==> config.mk <==
export PLATFORM = sky130hd
export DESIGN_NAME = aud_recorder
export DESIGN_NICKNAME = d
export VERILOG_FILES = /design/src/rtl/aud_pkg.sv /design/src/rtl/aud_i2s_deser.sv /design/src/rtl/aud_recorder.sv
export SDC_FILE = /design/constraint.sdc
export NUM_CORES = 1
export LEC_CHECK = 0
export ABC_AREA = 1
export CORE_MARGIN = 8
export CORE_UTILIZATION = 30
export DETAILED_ROUTE_END_ITERATION = 8
export PLACE_DENSITY = 0.51
export SYNTH_ARGS = -nofsm -noshare
export SYNTH_HDL_FRONTEND = slang
export SYNTH_SLANG_ARGS = --single-unit
==> constraint.sdc <==
create_clock -name i_clk -period 2 [get_ports i_clk]
set_input_delay 0.4 -clock i_clk [delete_from_list [all_inputs] [get_ports i_clk]]
set_output_delay 0.4 -clock i_clk [all_outputs]
set_load 0.01 [all_outputs]
==> src/rtl/aud_pkg.sv <==
// Shared audio definitions: recorder state encoding and the sample/address widths
// that the recorder and the playback DSP must agree on.
package aud_pkg;

    localparam int AUD_ADDR_W = 20;
    localparam int AUD_DATA_W = 16;

    typedef enum logic [2:0] {
        S_IDLE,
        S_WAIT,
        S_CAPTURE,
        S_WRITE,
        S_PAUSE
    } rec_state_t;

endpackage

==> src/rtl/aud_i2s_deser.sv <==
// I2S left-channel deserializer: detects the LRCK falling edge and shifts in
// DATA_W bits MSB first, starting one BCLK after that edge.
module aud_i2s_deser
    import aud_pkg::*;
#(
    parameter int DATA_W = AUD_DATA_W
) (
    input  logic              clk,
    input  logic              rst,
    input  logic              lrc,
    input  logic              data,
    input  logic              enable,
    input  logic              abort,
    output logic              lrc_fall,
    output logic              sample_valid,
    output logic [DATA_W-1:0] sample
);

    localparam int CNT_W = $clog2(DATA_W);
    localparam logic [CNT_W-1:0] LAST_BIT = CNT_W'(DATA_W - 1);

    logic              lrc_d;
    logic              active;
    logic [CNT_W-1:0]  bit_cnt;
    logic [DATA_W-1:0] shift;

    // The edge cycle itself carries the previous slot's padding; capture starts next cycle.
    assign lrc_fall     = lrc_d && !lrc;
    assign sample_valid = active && (bit_cnt == LAST_BIT) && !abort;
    assign sample       = {shift[DATA_W-2:0], data};

    always_ff @(posedge clk) begin
        if (rst) begin
            lrc_d   <= 1'b1;
            active  <= 1'b0;
            bit_cnt <= '0;
            shift   <= '0;
        end else begin
            lrc_d <= lrc;
            if (abort) begin
                active  <= 1'b0;
                bit_cnt <= '0;
            end else if (active) begin
                shift <= sample;
                if (bit_cnt == LAST_BIT) begin
                    active  <= 1'b0;
                    bit_cnt <= '0;
                end else begin
                    bit_cnt <= bit_cnt + 1'b1;
                end
            end else if (enable && lrc_fall) begin
                active  <= 1'b1;
                bit_cnt <= '0;
            end
        end
    end

endmodule

==> src/rtl/aud_recorder.sv <==
// Audio recorder: captures left-channel I2S samples and writes them to SRAM
// sequentially from address 0, reporting the recorded length on o_stop_addr.
module aud_recorder
    import aud_pkg::*;
#(
    parameter int                ADDR_W   = AUD_ADDR_W,
    parameter int                DATA_W   = AUD_DATA_W,
    parameter logic [ADDR_W-1:0] MAX_ADDR = {ADDR_W{1'b1}}
) (
    input  logic              i_clk,
    input  logic              i_rst,
    input  logic              i_start,
    input  logic              i_pause,
    input  logic              i_stop,
    input  logic              i_lrc,
    input  logic              i_data,
    output logic [ADDR_W-1:0] o_address,
    output logic [DATA_W-1:0] o_data,
    output logic              o_wr_en,
    output logic [ADDR_W-1:0] o_stop_addr,
    output logic              o_recording,
    output rec_state_t        o_state
);

    rec_state_t        state;
    logic              pause_pend;
    logic              lrc_fall;
    logic              sample_valid;
    logic [DATA_W-1:0] sample;
    logic              deser_enable;
    logic              deser_abort;

    assign o_state = state;

    // Arm the deserializer only when a falling edge would actually move us to CAPTURE.
    assign deser_enable = (state == S_WAIT) && !i_stop && !i_pause;
    assign deser_abort  = (state == S_CAPTURE) && i_stop;

    aud_i2s_deser #(
        .DATA_W(DATA_W)
    ) u_deser (
        .clk         (i_clk),
        .rst         (i_rst),
        .lrc         (i_lrc),
        .data        (i_data),
        .enable      (deser_enable),
        .abort       (deser_abort),
        .lrc_fall    (lrc_fall),
        .sample_valid(sample_valid),
        .sample      (sample)
    );

    always_ff @(posedge i_clk) begin
        if (i_rst) begin
            state       <= S_IDLE;
            o_address   <= '0;
            o_data      <= '0;
            o_wr_en     <= 1'b0;
            o_stop_addr <= '0;
            o_recording <= 1'b0;
            pause_pend  <= 1'b0;
        end else begin
            o_wr_en <= 1'b0;
            case (state)
                S_IDLE: begin
                    if (i_start && !i_stop) begin
                        state       <= S_WAIT;
                        o_recording <= 1'b1;
                        o_address   <= '0;
                        o_stop_addr <= '0;
                        pause_pend  <= 1'b0;
                    end
                end
                S_WAIT: begin
                    if (i_stop) begin
                        state       <= S_IDLE;
                        o_recording <= 1'b0;
                    end else if (i_pause) begin
                        state       <= S_PAUSE;
                        o_recording <= 1'b0;
                    end else if (lrc_fall) begin
                        state <= S_CAPTURE;
                    end
                end
                S_CAPTURE: begin
                    if (i_stop) begin
                        state       <= S_IDLE;
                        o_recording <= 1'b0;
                        pause_pend  <= 1'b0;
                    end else begin
                        if (i_pause) begin
                            pause_pend <= 1'b1;
                        end
                        if (sample_valid) begin
                            state   <= S_WRITE;
                            o_wr_en <= 1'b1;
                            o_data  <= sample;
                        end
                    end
                end
                S_WRITE: begin
                    o_stop_addr <= o_address + 1'b1;
                    pause_pend  <= 1'b0;
                    // The last address is held rather than wrapped so playback sees a sane bound.
                    if (o_address != MAX_ADDR) begin
                        o_address <= o_address + 1'b1;
                    end
                    if (o_address == MAX_ADDR || i_stop) begin
                        state       <= S_IDLE;
                        o_recording <= 1'b0;
                    end else if (pause_pend || i_pause) begin
                        state       <= S_PAUSE;
                        o_recording <= 1'b0;
                    end else begin
                        state <= S_WAIT;
                    end
                end
                S_PAUSE: begin
                    if (i_stop) begin
                        state <= S_IDLE;
                    end else if (!i_pause && i_start) begin
                        state       <= S_WAIT;
                        o_recording <= 1'b1;
                    end
                end
                default: begin
                    state       <= S_IDLE;
                    o_recording <= 1'b0;
                end
            endcase
        end
    end

endmodule

# After elaboration in Yosys (flattened, before gate mapping)
# Cells that the tools add are included.
dict set report op_classes {
  n_addsub 2
  mul 0
  div 0
  magnitude_cmp 0
  eq_ne 18
  shifts 0
  n_mux 35
  n_bitwise 3
  reduce_logical 28
}
# cell n
set op_table {}
lappend op_table {{$pmux 20 s2} 2}
lappend op_table {{$mux 20} 2}
lappend op_table {{$mux 3} 10}
lappend op_table {{$add 20x1->20 const B} 1}
lappend op_table {{$eq 20x20->1 const B} 1}
lappend op_table {{$ne 20x20->1 const B} 1}
lappend op_table {{$mux 1} 15}
lappend op_table {{$ne 3x3->1 const B} 5}
lappend op_table {{$pmux 3 s5} 1}
lappend op_table {{$mux 4} 3}
lappend op_table {{$ne 2x2->1 const B} 5}
lappend op_table {{$logic_and 1x1->1} 9}
lappend op_table {{$reduce_and 3->1} 3}
lappend op_table {{$eq 3x2->1 const B} 2}
lappend op_table {{$reduce_and 6->1} 1}
lappend op_table {{$pmux 1 s5} 1}
lappend op_table {{$add 4x1->4 const B} 1}
lappend op_table {{$eq 4x4->1 const B} 1}
lappend op_table {{$logic_not 1->1} 4}
lappend op_table {{$ne 4x3->1 const B} 1}
lappend op_table {{$reduce_and 2->1} 2}
lappend op_table {{$reduce_and 4->1} 1}
lappend op_table {{$reduce_bool 2->1} 2}
lappend op_table {{$eq 3x1->1 const B} 1}
lappend op_table {{8 further kinds} 11}
dict set report word_totals {
  ff_bits 83
  latch_bits 0
  mem_bits_rw 0
  rom_bits 0
  in_bits 7
  out_inout_bits 61
  word_cells 97
  memories 0
}

# Longest topological paths before layout
dict set report logic_depth {
  word_depth 7
  ltp_mapped 11
  mapped_depth_nobuf 11
}

# Cells and area by module
# A second synthesis with hierarchy kept.
dict set report hier_totals {
  hier_cells 529
  area_unflattened_um2 3732.3
}
# module n_inst cells_per_inst area_per_inst_um2 seq_area_each_um2
set by_module_without_submodules {}
lappend by_module_without_submodules {aud_recorder 1 419 2894.0 1241.2}
lappend by_module_without_submodules {aud_i2s_deser 1 110 838.3 420.4}

# Worst setup path after synthesis
# Ideal clock, no wire load.
dict set report synth_timing {
  path_kind {reg2reg}
  start {register o_address[0]}
  end {register o_address[0]}
  setup_time_ns 0.116
  arrival_time_ns 1.573
  required_time_ns 1.884
  path_slack_ns 0.311
  stages_incl_launch_ff 10
  n_path_buf 1
  synth_period_minus_slack_ns 1.689
  cell_sequence {dfxtp_1 > ha_1 > nand3_2 > nor2_4 > nand3_4 > nand2_4 > nand2_4 > buf_6 > o21ai_0 > nor2_1}
}
dict set report synth_via {
  elab_chain_len 3
  elab_cells_between_ends 6
  cone_classes {1 x add/sub; 2 x eq/ne; 2 x mux; 1 x reduce/logical}
}
# element line_no
set synth_lines {}
lappend synth_lines {{start, declared} aud_recorder.sv:17} ;# output logic [ADDR_W-1:0] o_address,
lappend synth_lines {{start signal, assigned} aud_recorder.sv:106} ;# o_address <= o_address + 1'b1;
lappend synth_lines {{$add 20x1->20 / $ne 20x20->1 (equally long branches)} {aud_recorder.sv:106, aud_recorder.sv:105}}
lappend synth_lines {{$mux 20 / $ne 2x2->1 (equally long branches)} n/a}
lappend synth_lines {{$pmux 20 s2 / $reduce_and 3->1 (equally long branches)} n/a}
# Parallel ways exist; a longest one is shown, timed or not. The select of a mux whose other input is x is not followed.
# A chain may end at the register's enable or synchronous reset.

# Worst setup path after layout
dict set report layout_timing {
  start {register o_address[2]}
  end {output port o_address[2]}
}
# No word-level cell between the ends.

==> run summary <==
The flow ran to the end, and the final reports show no timing, DRC or antenna violations. The worst-case IR drop observed on VDD is 492 µV. The tree is rooted in a clkbuf_16. Via density per instance: 4.51.

The final wirelength was 9940 µm; the placeable core area was 12100 µm². Averaged over all synthesized cells, the footprint is 7.04 µm². The total via count in the routed design is 3474, and the clock edge transition at the registers on the reported setup and hold paths is 0.06 ns. Cell family contributing the most delay on the critical path: buffers and inverters. The net count of the finished layout is 606. The critical path is of the flip-flop to primary output type. The tools report the destination of the worst register-to-register timing path as o_address[16]$_SDFFE_PP0P_.

For this run, the register share of the synthesized area comes to 44.7%. The clock drives 83 sinks. The height of the die is 127 µm, and the final routed wire length divided by cell count is 12.9 µm. Cells fill 41.0% of the core in the end.

The tools report the top-level I/O count as 68. For the worst-skew pair, the clock arrives at the later sink with an insertion delay of 0.34 ns. The overall routing resource usage was 12.5%; the number of instances resized during post-cts repair was 0. Counting every instance in the synthesized netlist gives 528.

The largest incremental delay on the critical path was 0.64 ns. The tools report the number of setup buffers added after CTS as 0. For this run, the number of Yosys warnings is 0. Setup violations remaining at the end of the flow were counted as 0. The number of remaining DRC errors was 0. The worst register-to-register path has a depth of 9. Summed over all cells, the static leakage comes to 1.86 nW.

Across all setup checks in the final design, the least slack found is 0.171 ns. The launching element type of the critical path is a flip-flop. Among all stages on the critical path, the largest delay is contributed by clkdlybuf4s50_1.

The reg-to-reg setup timing slack is 0.18 ns, and the worst clock skew on the final layout is 0.00734 ns. Via count of the first global-routing pass: 3418. The number of clock buffers added by TritonCTS is 9. The number of nets in the synthesized netlist is 537. The die covers 16200 µm². After filler insertion, the fill cell instance count of the layout stands at 1281. STA classifies the critical path endpoint as a primary output. STA puts the critical path data arrival time at 1.43 ns. The die is 127 µm wide. The tool flagged a number of max-cap violations equal to 0. For the pin with the worst max-slew slack, the measured transition is 0.453 ns.

The tools report the worst reg2reg path startpoint as o_address[1]$_SDFFE_PP0P_. For the initial antenna violation count, the log shows 0. Setup repair after global routing left no endpoint under its margin. For the worst max-slew margin expressed relative to the limit, the log shows 69.7%. Port buffering added 67 buffers. In this run, placement finished with an instance count of 754.

The final critical path takes up 91.4% of the cycle. HPWL reported at the end of detailed placement: 7120 µm. The maximum number of pins on one net before global-route repair is 49, and the ratio of cells with drive above 1 in the final layout is 8.64%.

The number of design-rule violations left by the first detailed-router iteration is 111, and the power density over the cells is 805 nW/µm². The worst setup path startpoint is o_address[2]$_SDFFE_PP0P_. The first detailed-routing pass took 4 iterations. The total number of cells along the worst setup path is 1.

In this run the worst setup path terminates at o_address[2]. The critical path buffer and inverter count is 1. TritonCTS built the clock tree. The repair_antennas step left the layout with diodes totalling 0.

Row generation in the floorplan step produced 40 rows. Timing would allow up to 547 MHz. The run gives 3 as the maximum level of the CTS H-tree. Excluding fillers, the count of instances in the completed layout stands at 770. Count of final max-slew check failures: 0. The first global-routing pass estimated 16400 µm of wire.

The signal on the critical path passes through clkdlybuf4s50_1. The maximum clock insertion buffer count was 2; the hold violation count in the final report was 0. The logs give 30.8% for the starting density of the core and 1.60 ns for the endpoint required time on the critical path. The clock period minus final worst setup slack works out to 1.83 ns. Hold repair after CTS inserted 0 buffers. The area growth from synthesis to layout is 33.0%. The run gives 0 as the total congestion overflow after global routing. In this run the remaining antenna-violating nets after routing total 0. Final hold analysis gives a worst-case slack of 0.443 ns.

Along the worst path, the maximum fanout reaches 7. The post-placement setup slack was 0.0675 ns. The number of synthesized register bits is 83, and the setup TNS is 0 ns. The worst hold path belongs to the class flip-flop to flip-flop. Summing every instance area after synthesis gives 3720 µm². In this run, distinct cell masters in the synthesized netlist total 33. At the end of routability-driven placement, the weighted congestion stood at 0.901.
[registers in the layout (all words and copies together), names as in the netlist]
name and cells:
o_wr_en 1, o_recording 1, o_address 20, u_deser.shift 15, o_data 16, u_deser.bit_cnt 4, u_deser.active 1, u_deser.lrc_d 1
pause_pend 1, o_stop_addr 20, o_state 3
[per-stage QoR]
stage	total power [mW]	cell area [µm²]
after CTS	4.05	4940
after global placement	2.08	4590
after global routing	4.16	4940
after floorplan	1.96	3720
after detailed placement	2.08	4590
final	3.98	4940
[power breakdown]
part / internal [mW] / total (mW) / switching (mW)
combinational: 0.126 / 0.307 / 0.180
clock: 1.26 / 1.94 / 0.684
sequential: 1.69 / 1.74 / 0.0434
total: 3.07 / 3.98 / 0.907
[final cells by class]
class                   instances  area [µm²]  share of cell area (%)
well taps                     168         210                    4.25
repair buffers                 76         763                    15.4
flip-flops and latches         83        1660                    33.6
clock buffers                  10         239                    4.83
multi-input cells             361        1710                    34.5
clock inverters                 6         111                    2.25
inverters                      66         253                    5.11
[cells in the mapped netlist (all sizes together)]
cell    instances  area, µm²
nand3          27        158
o21ai          48        240
and2            2       12.5
clkinv          1       3.75
nand4           3       18.8
a211oi          1       7.51
or2             1       6.26
nor3            5       35.0
a21oi          56        295
inv            65        249
xnor2           1       8.76
clkbuf         11       41.3
buf             7       56.3
nand3b          5       37.5
dfxtp          83       1660
ha              2       25.0
o21bai          2       15.0
nor2           96        380
o31ai           1       7.51
nand2         109        442
xor2            2       17.5
[layer usage]
layer | vias to the layer above | wire, µm | global-route usage, %
li1 | 1814 | - | -
met1 | 1568 | 4340 | 14.1
met2 | 78 | 4590 | 20.4
met3 | 14 | 813 | 5.74
met4 | 0 | 200 | 4.55
met5 | - | 0 | 0
[placed cells by master (no fill, tap or decap), types with 3 or more instances in the layout]
cell type	n
a21oi_2	4
dfxtp_1	83
clkdlybuf4s50_1	67
nand4_1	3
bufinv_16	3
nor3_1	3
buf_4	7
nand3b_1	5
nor2_1	92
a21oi_1	52
nand2_1	100
clkbuf_16	9
o21ai_0	48
inv_1	61
nand3_1	24
inv_2	3
nand2_2	7
[worst min-delay path by stage]
| stage | from | to | slack (ns) | cells past startpoint |
|---|---|---|---|---|
| floorplan | u_deser.shift[14]$_SDFFE_PP0P_ | u_deser.shift[14]$_SDFFE_PP0P_ | 0.45 | 2 |
| global placement | o_data[0]$_SDFFE_PP0P_ | o_data[0]$_SDFFE_PP0P_ | 0.43 | 2 |
| detailed placement | o_data[0]$_SDFFE_PP0P_ | o_data[0]$_SDFFE_PP0P_ | 0.43 | 2 |
| CTS | o_data[8]$_SDFFE_PP0P_ | o_data[8]$_SDFFE_PP0P_ | 0.45 | 2 |
| global route | o_data[7]$_SDFFE_PP0P_ | o_data[7]$_SDFFE_PP0P_ | 0.47 | 2 |
| finish | o_data[7]$_SDFFE_PP0P_ | o_data[7]$_SDFFE_PP0P_ | 0.44 | 2 |
[worst min-delay path, cell delays in order, from the launching register on]
cell and delay, ns:
dfxtp_1 0.31, inv_1 0.04, a21oi_1 0.05
[logic make-up after synthesis]
kind of cell	share of synthesized area, %
simple gates	29.3
compound gates	15.2
buf+inv	9.42
flops	44.7
xor+xnor	0.707
fa+ha+maj	0.673
Note: power is estimated with default switching activity, not from simulation.
